===== src/rtl/rgb_frame_reader.sv =====
// Streams a packed 24-bit RGB frame out of SRAM (3 words per 2 pixels) into a
// small pixel FIFO with start-of-line / end-of-frame flags per pixel.
module rgb_frame_reader #(
  parameter logic [17:0] BASE_ADDR  = 18'd146944,
  parameter int          WIDTH      = 320,
  parameter int          HEIGHT     = 240,
  parameter int          FIFO_DEPTH = 4
) (
  input  logic        CLOCK_50_I,
  input  logic        Reset,
  input  logic        start,
  output logic        done,
  output logic [17:0] SRAM_address,
  output logic        SRAM_we_n,
  output logic [15:0] SRAM_write_data,
  input  logic [15:0] SRAM_read_data,
  output logic [7:0]  pix_R,
  output logic [7:0]  pix_G,
  output logic [7:0]  pix_B,
  output logic        pix_sol,
  output logic        pix_eof,
  output logic        pix_valid,
  input  logic        pix_ready
);

  localparam int          WORDS     = WIDTH * HEIGHT * 3 / 2;
  localparam logic [17:0] LAST_ADDR = BASE_ADDR + 18'(WORDS - 1);
  localparam int          CW        = (WIDTH > 1) ? $clog2(WIDTH) : 1;
  localparam int          RW        = (HEIGHT > 1) ? $clog2(HEIGHT) : 1;
  localparam int          PW        = (FIFO_DEPTH > 1) ? $clog2(FIFO_DEPTH) : 1;
  localparam int          NW        = $clog2(FIFO_DEPTH + 1);

  typedef struct packed {
    logic [7:0] r;
    logic [7:0] g;
    logic [7:0] b;
    logic       sol;
    logic       eof;
  } pix_t;

  typedef enum logic [1:0] {IDLE, FETCH, DRAIN} state_t;

  state_t          state, state_n;
  logic [1:0]      vld_pipe;      // tags for reads issued 1 and 2 cycles ago
  logic            issue, fetch_init, push, pop;
  logic [NW:0]     used;
  pix_t            fifo_mem [FIFO_DEPTH];
  pix_t            push_pix, head;
  logic [PW-1:0]   wr_ptr, rd_ptr;
  logic [NW-1:0]   fifo_count;
  logic [1:0]      phase;
  logic [15:0]     hold;
  logic [CW-1:0]   col;
  logic [RW-1:0]   row;

  function automatic logic [PW-1:0] ptr_inc(input logic [PW-1:0] p);
    return (p == PW'(FIFO_DEPTH - 1)) ? '0 : p + 1'b1;
  endfunction

  assign SRAM_we_n       = 1'b1;
  assign SRAM_write_data = 16'd0;

  // Every in-flight read reserves a FIFO slot, so a push can never overflow.
  assign used = (NW+1)'(fifo_count) + (NW+1)'(vld_pipe[0]) + (NW+1)'(vld_pipe[1]);

  always_ff @(posedge CLOCK_50_I) begin
    if (Reset) state <= IDLE;
    else       state <= state_n;
  end

  always_comb begin
    state_n    = state;
    issue      = 1'b0;
    fetch_init = 1'b0;
    done       = 1'b0;
    case (state)
      IDLE: if (start) begin
        state_n    = FETCH;
        fetch_init = 1'b1;
      end
      FETCH: if (used < (NW+1)'(FIFO_DEPTH)) begin
        issue = 1'b1;
        if (SRAM_address == LAST_ADDR) state_n = DRAIN;
      end
      DRAIN: if (vld_pipe == 2'b00 && fifo_count == '0) begin
        done    = 1'b1;
        state_n = IDLE;
      end
      default: state_n = IDLE;
    endcase
  end

  // Triplet unpack: w0={R0,G0} held, w1={B0,R1} completes pixel 0, w2={G1,B1}.
  always_comb begin
    push     = 1'b0;
    push_pix = '0;
    if (vld_pipe[1]) begin
      case (phase)
        2'd1: begin
          push     = 1'b1;
          push_pix = {hold[15:8], hold[7:0], SRAM_read_data[15:8], col == '0,
                      (col == CW'(WIDTH - 1)) && (row == RW'(HEIGHT - 1))};
        end
        2'd2: begin
          push     = 1'b1;
          push_pix = {hold[15:8], SRAM_read_data[15:8], SRAM_read_data[7:0], col == '0,
                      (col == CW'(WIDTH - 1)) && (row == RW'(HEIGHT - 1))};
        end
        default: ;
      endcase
    end
  end

  assign pix_valid = (fifo_count != '0);
  assign pop       = pix_valid & pix_ready;
  assign head      = pix_valid ? fifo_mem[rd_ptr] : '0;
  assign {pix_R, pix_G, pix_B, pix_sol, pix_eof} = head;

  always_ff @(posedge CLOCK_50_I) begin
    if (push) fifo_mem[wr_ptr] <= push_pix;
  end

  always_ff @(posedge CLOCK_50_I) begin
    if (Reset) begin
      SRAM_address <= BASE_ADDR;
      vld_pipe     <= '0;
      phase        <= '0;
      hold         <= '0;
      col          <= '0;
      row          <= '0;
      wr_ptr       <= '0;
      rd_ptr       <= '0;
      fifo_count   <= '0;
    end else begin
      vld_pipe <= {vld_pipe[0], issue};
      if (issue && SRAM_address != LAST_ADDR) SRAM_address <= SRAM_address + 18'd1;
      if (vld_pipe[1]) begin
        phase <= (phase == 2'd2) ? 2'd0 : phase + 2'd1;
        if (phase == 2'd0) hold       <= SRAM_read_data;
        if (phase == 2'd1) hold[15:8] <= SRAM_read_data[7:0];
      end
      if (push) begin
        wr_ptr <= ptr_inc(wr_ptr);
        if (col == CW'(WIDTH - 1)) begin
          col <= '0;
          row <= (row == RW'(HEIGHT - 1)) ? '0 : row + 1'b1;
        end else begin
          col <= col + 1'b1;
        end
      end
      if (pop) rd_ptr <= ptr_inc(rd_ptr);
      case ({push, pop})
        2'b10:   fifo_count <= fifo_count + 1'b1;
        2'b01:   fifo_count <= fifo_count - 1'b1;
        default: ;
      endcase
      if (fetch_init) begin
        SRAM_address <= BASE_ADDR;
        phase        <= '0;
        col          <= '0;
        row          <= '0;
      end
    end
  end

endmodule


===== config.mk =====
export PLATFORM = sky130hd
export DESIGN_NAME = rgb_frame_reader
export DESIGN_NICKNAME = d
export VERILOG_FILES = /design/src/rtl/rgb_frame_reader.sv
export SDC_FILE = /design/constraint.sdc
export NUM_CORES = 1
export LEC_CHECK = 0
export CAP_MARGIN = 20
export CORE_MARGIN = 2
export CORE_UTILIZATION = 50
export CTS_CLUSTER_SIZE = 30
export DETAILED_ROUTE_END_ITERATION = 16
export HOLD_SLACK_MARGIN = 0.08
export PLACE_DENSITY_LB_ADDON = 0.12
export SKIP_LAST_GASP = 1
export SYNTH_ARGS = -nofsm -noshare
export SYNTH_HDL_FRONTEND = slang
export SYNTH_SLANG_ARGS = --single-unit

===== constraint.sdc =====
create_clock -name CLOCK_50_I -period 2.85 [get_ports CLOCK_50_I]
set_input_delay 0.57 -clock CLOCK_50_I [delete_from_list [all_inputs] [get_ports CLOCK_50_I]]
set_output_delay 0.57 -clock CLOCK_50_I [all_outputs]
set_load 0.005 [all_outputs]

==> impl_metrics.csv, run 1 <==
group,metric,value,unit
outcome,status,"finished, final reports clean",
clock_network,cts.path.max_buffers,2,
grt,grt_pass1_wl,24700,um
floorplan,die_width,126.4,um
yosys,ys.flop_type,"edfxtp_1",
floorplan,start_util,0.5136,
clock_network,cts.sinks,170,
hold_path,holdCritStartpoint,"hold[3]$_SDFFE_PP0P_",
grt,grt_util_all_layers,0.1982,
worst_setup_path,critPathRequiredTime,2280,ps
pwr,ir_worst_vdd,0.3872,mV
worst_setup_path,timing.rr.end,"fifo_mem[2][0]$_DFFE_PP_",
worst_setup_path,ff2ff_setup_slack,440,ps
sta,hold_viol,0,
place,place.gp.congestion,0.8082,
floorplan,row_count,44,
hold_path,min_path_cells,2,
hold_path,hold_class,"reg2reg",
yosys,ys_seq_area_frac,0.5931,
sta,tns,0,ps
flow_run,drv_cap,0,
sta,skew,7.711,ps
pwr,switching_share,0.1945,
clock_network,cts_resized,0,
worst_setup_path,crit_chain,"buf_12 -> mux4_2 -> and2_1 -> clkdlybuf4s50_1",
grt,grt_pass1_vias,4834,
sta,fin_crit,2774,ps
place,dpl.hpwl,9829,um
worst_setup_path,max_stage_delay,560,ps
clock_network,clock-root-buffer,"clkbuf_16",
final_layout,layout-drive-gt1-share,0.1246,
sta,drv_slew,0,
yosys,avgSynthCellArea,12.53,um2
final_layout,syn_to_final_growth,19.35,%
grt,grt_overflow,0,
worst_setup_path,crit_path_max_fanout,26,
final_layout,finish.net_count,705,
route,post_drt_wl_per_cell,17.50,um
worst_setup_path,critPathTopFamily,"buffers and inverters",
pwr,power_frac_comb,0.029,
yosys,ys_seq_elements,170,
sta,hold_slack,456.1,ps
route,drc,0,
grt,antenna_found_initial,0,
sta,rsz0062_at_grt,"false",
sta,setup_viol,0,
worst_setup_path,r2r-start,"phase[0]$_SDFFE_PP0P_",
floorplan,fp.coreArea,0.01459,mm2
route,drtIter0Drc,308,
clock_network,clkTransAtPathRegs,60,ps
route,drt_pass1_iterations,4,
worst_setup_path,r2r_cells,6,
sta,worst_slew_pin_slew,553.1,ps
sta,fmax,360.5,MHz
grt,grt_max_degree,29,
sta,slew_headroom,0.6313,
clock_network,worstSkewPairLatency,420,ps
yosys,synth-edff-count,104,
yosys,synth_cells,598,
clock_network,htreeDepth,4,
yosys,async_flop_share,0,
final_layout,antenna_cells,0,
pwr,power_switching,0.9774,mW
clock_network,postCtsSetupBuffers,0,
place,portBuffers,65,
place,place_area,0.008339,mm2
pwr,p_int,4.048,mW
worst_setup_path,worstSetupStartpointType,"flop",
floorplan,die_h,126.4,um
worst_setup_path,critPathBufInv,2,
worst_setup_path,worstSetupPathType,"reg2out",
floorplan,die_area,0.01598,mm2
floorplan,io_pins,83,
worst_setup_path,crit_path_end_kind,"output pin",
route,ant_nets,0,
route,vias,4814,
yosys,syn_area,0.007493,mm2
clock_network,cts_tree,"built",
yosys,ys_warn_count,0,
final_layout,fillerInstances,1137,
hold_path,hold_end,"hold[3]$_SDFFE_PP0P_",
sta,period_share,0.9734,
pwr,p_seq_frac,0.518,
worst_setup_path,worstPathArrival,2200,ps
clock_network,cts_made_buffers,17,
pwr,p_leak,3.098,nW
yosys,synthDistinctLibCells,51,
pwr,p_per_area,561.9,mW/mm2
pwr,p_clk_frac,0.453,
clock_network,postCtsHoldBufs,0,
route,vias_per_cell,5.559,
route,wl,15150,um
worst_setup_path,critPathSlowestCell,"mux4_2",
final_layout,final_area,0.008944,mm2
-- metrics by stage --
step,power (mW),setup slack [ps],std cells,util
final,5.025,75.84,866,0.6130
after global routing,5.183,1.803,866,0.6130
after CTS,5.075,22.73,866,0.6130
after detailed placement,2.803,317.5,834,0.5716
after global placement,2.800,394.9,834,0.5716
after floorplan,2.749,141.8,613,-
-- logic make-up after synthesis --
group | after synthesis | synth area share
AOI/OAI and AO/OA | 77 | 0.06813
xor gates and xnor gates | 21 | 0.02455
adders and majority gates | 16 | 0.02772
buffers and inverters | 59 | 0.04024
DFF | 170 | 0.5931
muxes | 38 | 0.09417
other | 2 | 0.001002
and+or+nand+nor | 215 | 0.1511
-- sequential cells by signal, indices dropped and copies added, names as in the netlist, named ones only --
signal	cells
SRAM_address	18
col	9
fifo_count	3
fifo_mem	104
hold	16
phase	2
rd_ptr	2
row	8
state	2
vld_pipe	2
wr_ptr	2
-- placed cells by master (no fill, tap or decap), types with 13 or more instances in the layout --
master and instances:
nand3_1 26, clkdlybuf4s50_1 65, edfxtp_1 104, dfxtp_1 65, inv_1 13, mux4_2 26
nand2_1 34, clkbuf_16 20, a22oi_1 16, buf_4 16, nor2_1 61, and2_1 37
ha_1 15, conb_1 17, a21oi_1 23
-- power groups by stage --
stage / logic (mW) / registers [mW] / clock network, mW
final: 0.147 / 2.60 / 2.27
after global routing: 0.160 / 2.60 / 2.42
after CTS: 0.148 / 2.60 / 2.32
after detailed placement: 0.147 / 2.66 / 0
after global placement: 0.145 / 2.66 / 0
after floorplan: 0.0961 / 2.65 / 0
-- worst register-to-register path, stage by stage, from the launching register on --
cell and delay, ps:
dfxtp_1 360, inv_1 80, ha_1 370, nand4_2 180, nand2b_1 330, or3_4 470, nor3_1 380
-- layer usage --
| metal | track usage | part of all wire | up-vias |
|---|---|---|---|
| met5 | 0 | 0 | - |
| met4 | 0.06206 | 0.014 | 0 |
| met3 | 0.04892 | 0.041 | 17 |
| met2 | 0.3394 | 0.51 | 105 |
| met1 | 0.2491 | 0.44 | 2383 |
| li1 | - | - | 2309 |
-- Yosys cell counts, drive strengths merged, types with 5 or more instances --
master,instances,area (um2)
and3,9,56.30
dfxtp,66,1321
xor2,12,105.1
o211ai,6,45.04
mux4,26,585.6
nand2,34,127.6
inv,13,48.80
nor3,8,51.30
a21oi,23,115.1
o21ai,14,77.58
edfxtp,104,3123
nand4,10,68.81
mux2i,12,120.1
nor2,61,229.0
a211oi,9,80.08
clkbuf,20,75.07
or3,5,36.28
nand3,26,130.1
a22oi,16,120.1
buf,26,177.7
ha,15,187.7
and2,37,231.5
xnor2,9,78.83
-- area by class of cell --
class / instances / area, um2 / area share
clock buffer: 28 / 583.1 / 0.06519
tap: 184 / 230.2 / 0.02574
timing repair buffer: 83 / 810.8 / 0.09065
multi-input combinational: 384 / 2804 / 0.3135
sequential: 170 / 4446 / 0.4971
clock inverter: 4 / 21.27 / 0.002378
inverter: 13 / 48.80 / 0.005456
-- worst max path at each step --
stage                                      from                    endpoint  slack, ps  cells after the start
final                                      flop                    pix_B[0]         80                      4
after global routing                       flop                    pix_B[0]          2                      4
after CTS                                  flop                    pix_B[0]         20                      4
after detailed placement              pix_ready  fifo_count[2]$_SDFFE_PP0P_        320                      9
after global placement                pix_ready  fifo_count[2]$_SDFFE_PP0P_        390                      9
after floorplan           phase[0]$_SDFFE_PP0P_  fifo_count[2]$_SDFFE_PP0P_        140                     12
(Power assumes the default switching activity.)
==> run 2: changes to the inputs <==
--- a/config.mk
+++ b/config.mk
@@ -8,8 +8,10 @@
 export CAP_MARGIN = 20
 export CORE_MARGIN = 2
 export CORE_UTILIZATION = 50
+export CTS_CLUSTER_DIAMETER = 50
 export CTS_CLUSTER_SIZE = 30
 export DETAILED_ROUTE_END_ITERATION = 16
+export DONT_BUFFER_PORTS = 1
 export HOLD_SLACK_MARGIN = 0.08
 export PLACE_DENSITY_LB_ADDON = 0.12
 export SKIP_LAST_GASP = 1
==> run 2 against run 1 <==
  * Clock-buffer cell count fell by 7
  * Critical path depth is 6 higher
  * Via count decreased by 6.7%
  * Sequential cell count is the same
  * Final cell count shrank 8.0%
  * Die area did not move
  * Critical path type is now reg2reg
==> impl_metrics.csv, run 2 (synthesis gave the netlist of run 1 again) <==
group,metric,value,unit
route,wl,14700,um
pwr,p_int,4.045,mW
pwr,power_switching,0.9723,mW
grt,grt_overflow,0,
grt,antenna_found_initial,0,
worst_setup_path,crit_path_end_kind,"flop",
outcome,status,"finished, final reports clean",
grt,grt_pass1_wl,23800,um
place,place_area,0.007696,mm2
clock_network,cts.path.max_buffers,2,
final_layout,largest_reg_flops,104,
worst_setup_path,worstPathArrival,2840,ps
hold_path,hold_class,"in2reg",
pwr,p_leak,2.827,nW
final_layout,final_common_cell,"edfxtp_1",
worst_setup_path,worstSetupStartpointType,"flop",
worst_setup_path,crit_path_max_fanout,7,
flow_run,drv_cap,0,
worst_setup_path,max_stage_delay,380,ps
sta,worst_slew_pin_slew,763.8,ps
final_layout,syn_to_final_growth,10.79,%
final_layout,largestRegisters,"fifo_mem (104), SRAM_address (18), hold (16)",
clock_network,clkTransAtPathRegs,70,ps
clock_network,postCtsHoldBufs,0,
grt,grt_pass1_vias,4547,
final_layout,antenna_cells,0,
route,drc,0,
worst_setup_path,crit_path_frequent_cell,"inv_1",
grt,grt_max_degree,30,
sta,hold_viol,0,
final_layout,finish.net_count,636,
clock_network,worstSkewPairLatency,420,ps
final_layout,final_area,0.008302,mm2
route,wl_met3,631,um
floorplan,row_count,44,
floorplan,fp.coreArea,0.01459,mm2
worst_setup_path,critPathRequiredTime,3200,ps
pwr,p_per_area,604.4,mW/mm2
floorplan,die_h,126.4,um
route,drt-met1-wl,6233,um
sta,drv_slew,0,
sta,setup_viol,0,
pwr,power_frac_comb,0.018,
clock_network,cts_resized,0,
final_layout,final_cell_mix,"edfxtp_1 (104), dfxtp_1 (65), nor2_1 (61)",
pwr,ir_worst_vdd,0.3982,mV
pwr,p_clk_frac,0.463,
floorplan,die_width,126.4,um
sta,period_share,0.8739,
route,drtIter0Drc,338,
floorplan,start_util,0.5136,
clock_network,cts_tree,"built",
worst_setup_path,critPathBufInv,3,
route,route.met2.wl,7690,um
sta,skew,8.135,ps
place,portBuffers,0,
route,ant_nets,0,
clock_network,htreeDepth,4,
final_layout,layout-drive-gt1-share,0.1305,
pwr,p_seq_frac,0.519,
worst_setup_path,worstSetupPathType,"reg2reg",
final_layout,top_register,"fifo_mem",
pwr,switching_share,0.1938,
worst_setup_path,critPathTopFamily,"adder cells",
clock_network,clock-root-buffer,"clkbuf_16",
place,place.gp.congestion,0.7699,
sta,tns,0,ps
route,vias_per_cell,5.634,
sta,slew_headroom,0.4908,
route,post_drt_wl_per_cell,18.44,um
sta,fmax,401.5,MHz
clock_network,cts.sinks,170,
floorplan,die_area,0.01598,mm2
floorplan,io_pins,83,
clock_network,cts_made_buffers,17,
sta,fin_crit,2491,ps
worst_setup_path,critPathSlowestCell,"fa_1",
route,drt_pass1_iterations,4,
place,dpl.hpwl,9979,um
final_layout,final_util,0.5690,
route,vias,4490,
worst_setup_path,crit_chain,"inv_1 -> ha_1 -> and2_1 -> inv_1 -> ha_1 -> inv_1 -> fa_1 -> xor2_1 -> or3_1 -> a21oi_1",
grt,grt_util_all_layers,0.1915,
route,routed.top_layer,"met4",
sta,rsz0062_at_grt,"false",
clock_network,postCtsSetupBuffers,0,
## run 2: path summary, 6_finish.rpt
check	start	to	slack [ps]	cells past startpoint
setup / recovery	phase[0]$_SDFFE_PP0P_	fifo_count[2]$_SDFFE_PP0P_	360	10
hold reg to reg	hold[1]$_SDFFE_PP0P_	hold[1]$_SDFFE_PP0P_	450	2
hold / removal	Reset	vld_pipe[1]$_SDFF_PP0_	210	1
setup reg to reg	phase[0]$_SDFFE_PP0P_	fifo_count[2]$_SDFFE_PP0P_	360	10
## run 2: cell type report
cell class | count | area [um2]
multi-input cells | 384 | 2804
inverters | 13 | 48.80
clock inverters | 11 | 145.1
well taps | 184 | 230.2
repair buffers | 14 | 167.7
clock buffers | 21 | 460.4
flip-flops and latches | 170 | 4446
fillers | 1191 | 6287
## run 2: layer usage
metal  vias to the layer above  GRT usage
li1                       2172          -
met5                         -          0
met2                        78     0.3287
met3                        11    0.05778
met4                         0    0.05624
met1                      2229     0.2343
## run 2: stage by stage
stage	power [mW]	setup WS [ps]	hold WS [ps]	std cells
floorplan	2.749	141.8	436.8	613
global placement	2.748	486.8	436.3	765
detailed placement	2.749	361.3	442.3	765
CTS	5.061	286.1	194.2	797
global route	5.172	181.1	189.3	797
finish	5.018	359.3	211.5	797
## run 2: power by group through the flow
stage | logic, mW | clock network (mW) | registers, mW
floorplan | 0.0961 | 0 | 2.65
global placement | 0.0908 | 0 | 2.66
detailed placement | 0.0921 | 0 | 2.66
CTS | 0.0926 | 2.36 | 2.60
global route | 0.104 | 2.46 | 2.60
finish | 0.0920 | 2.32 | 2.60
==> run 3: changes to the inputs <==
--- a/config.mk
+++ b/config.mk
@@ -14,7 +14,6 @@
 export DONT_BUFFER_PORTS = 1
 export HOLD_SLACK_MARGIN = 0.08
 export PLACE_DENSITY_LB_ADDON = 0.12
-export SKIP_LAST_GASP = 1
 export SYNTH_ARGS = -nofsm -noshare
 export SYNTH_HDL_FRONTEND = slang
 export SYNTH_SLANG_ARGS = --single-unit
==> results of run 3 <==
No change in the layout: final DEF, timing and power equal those of run 2.
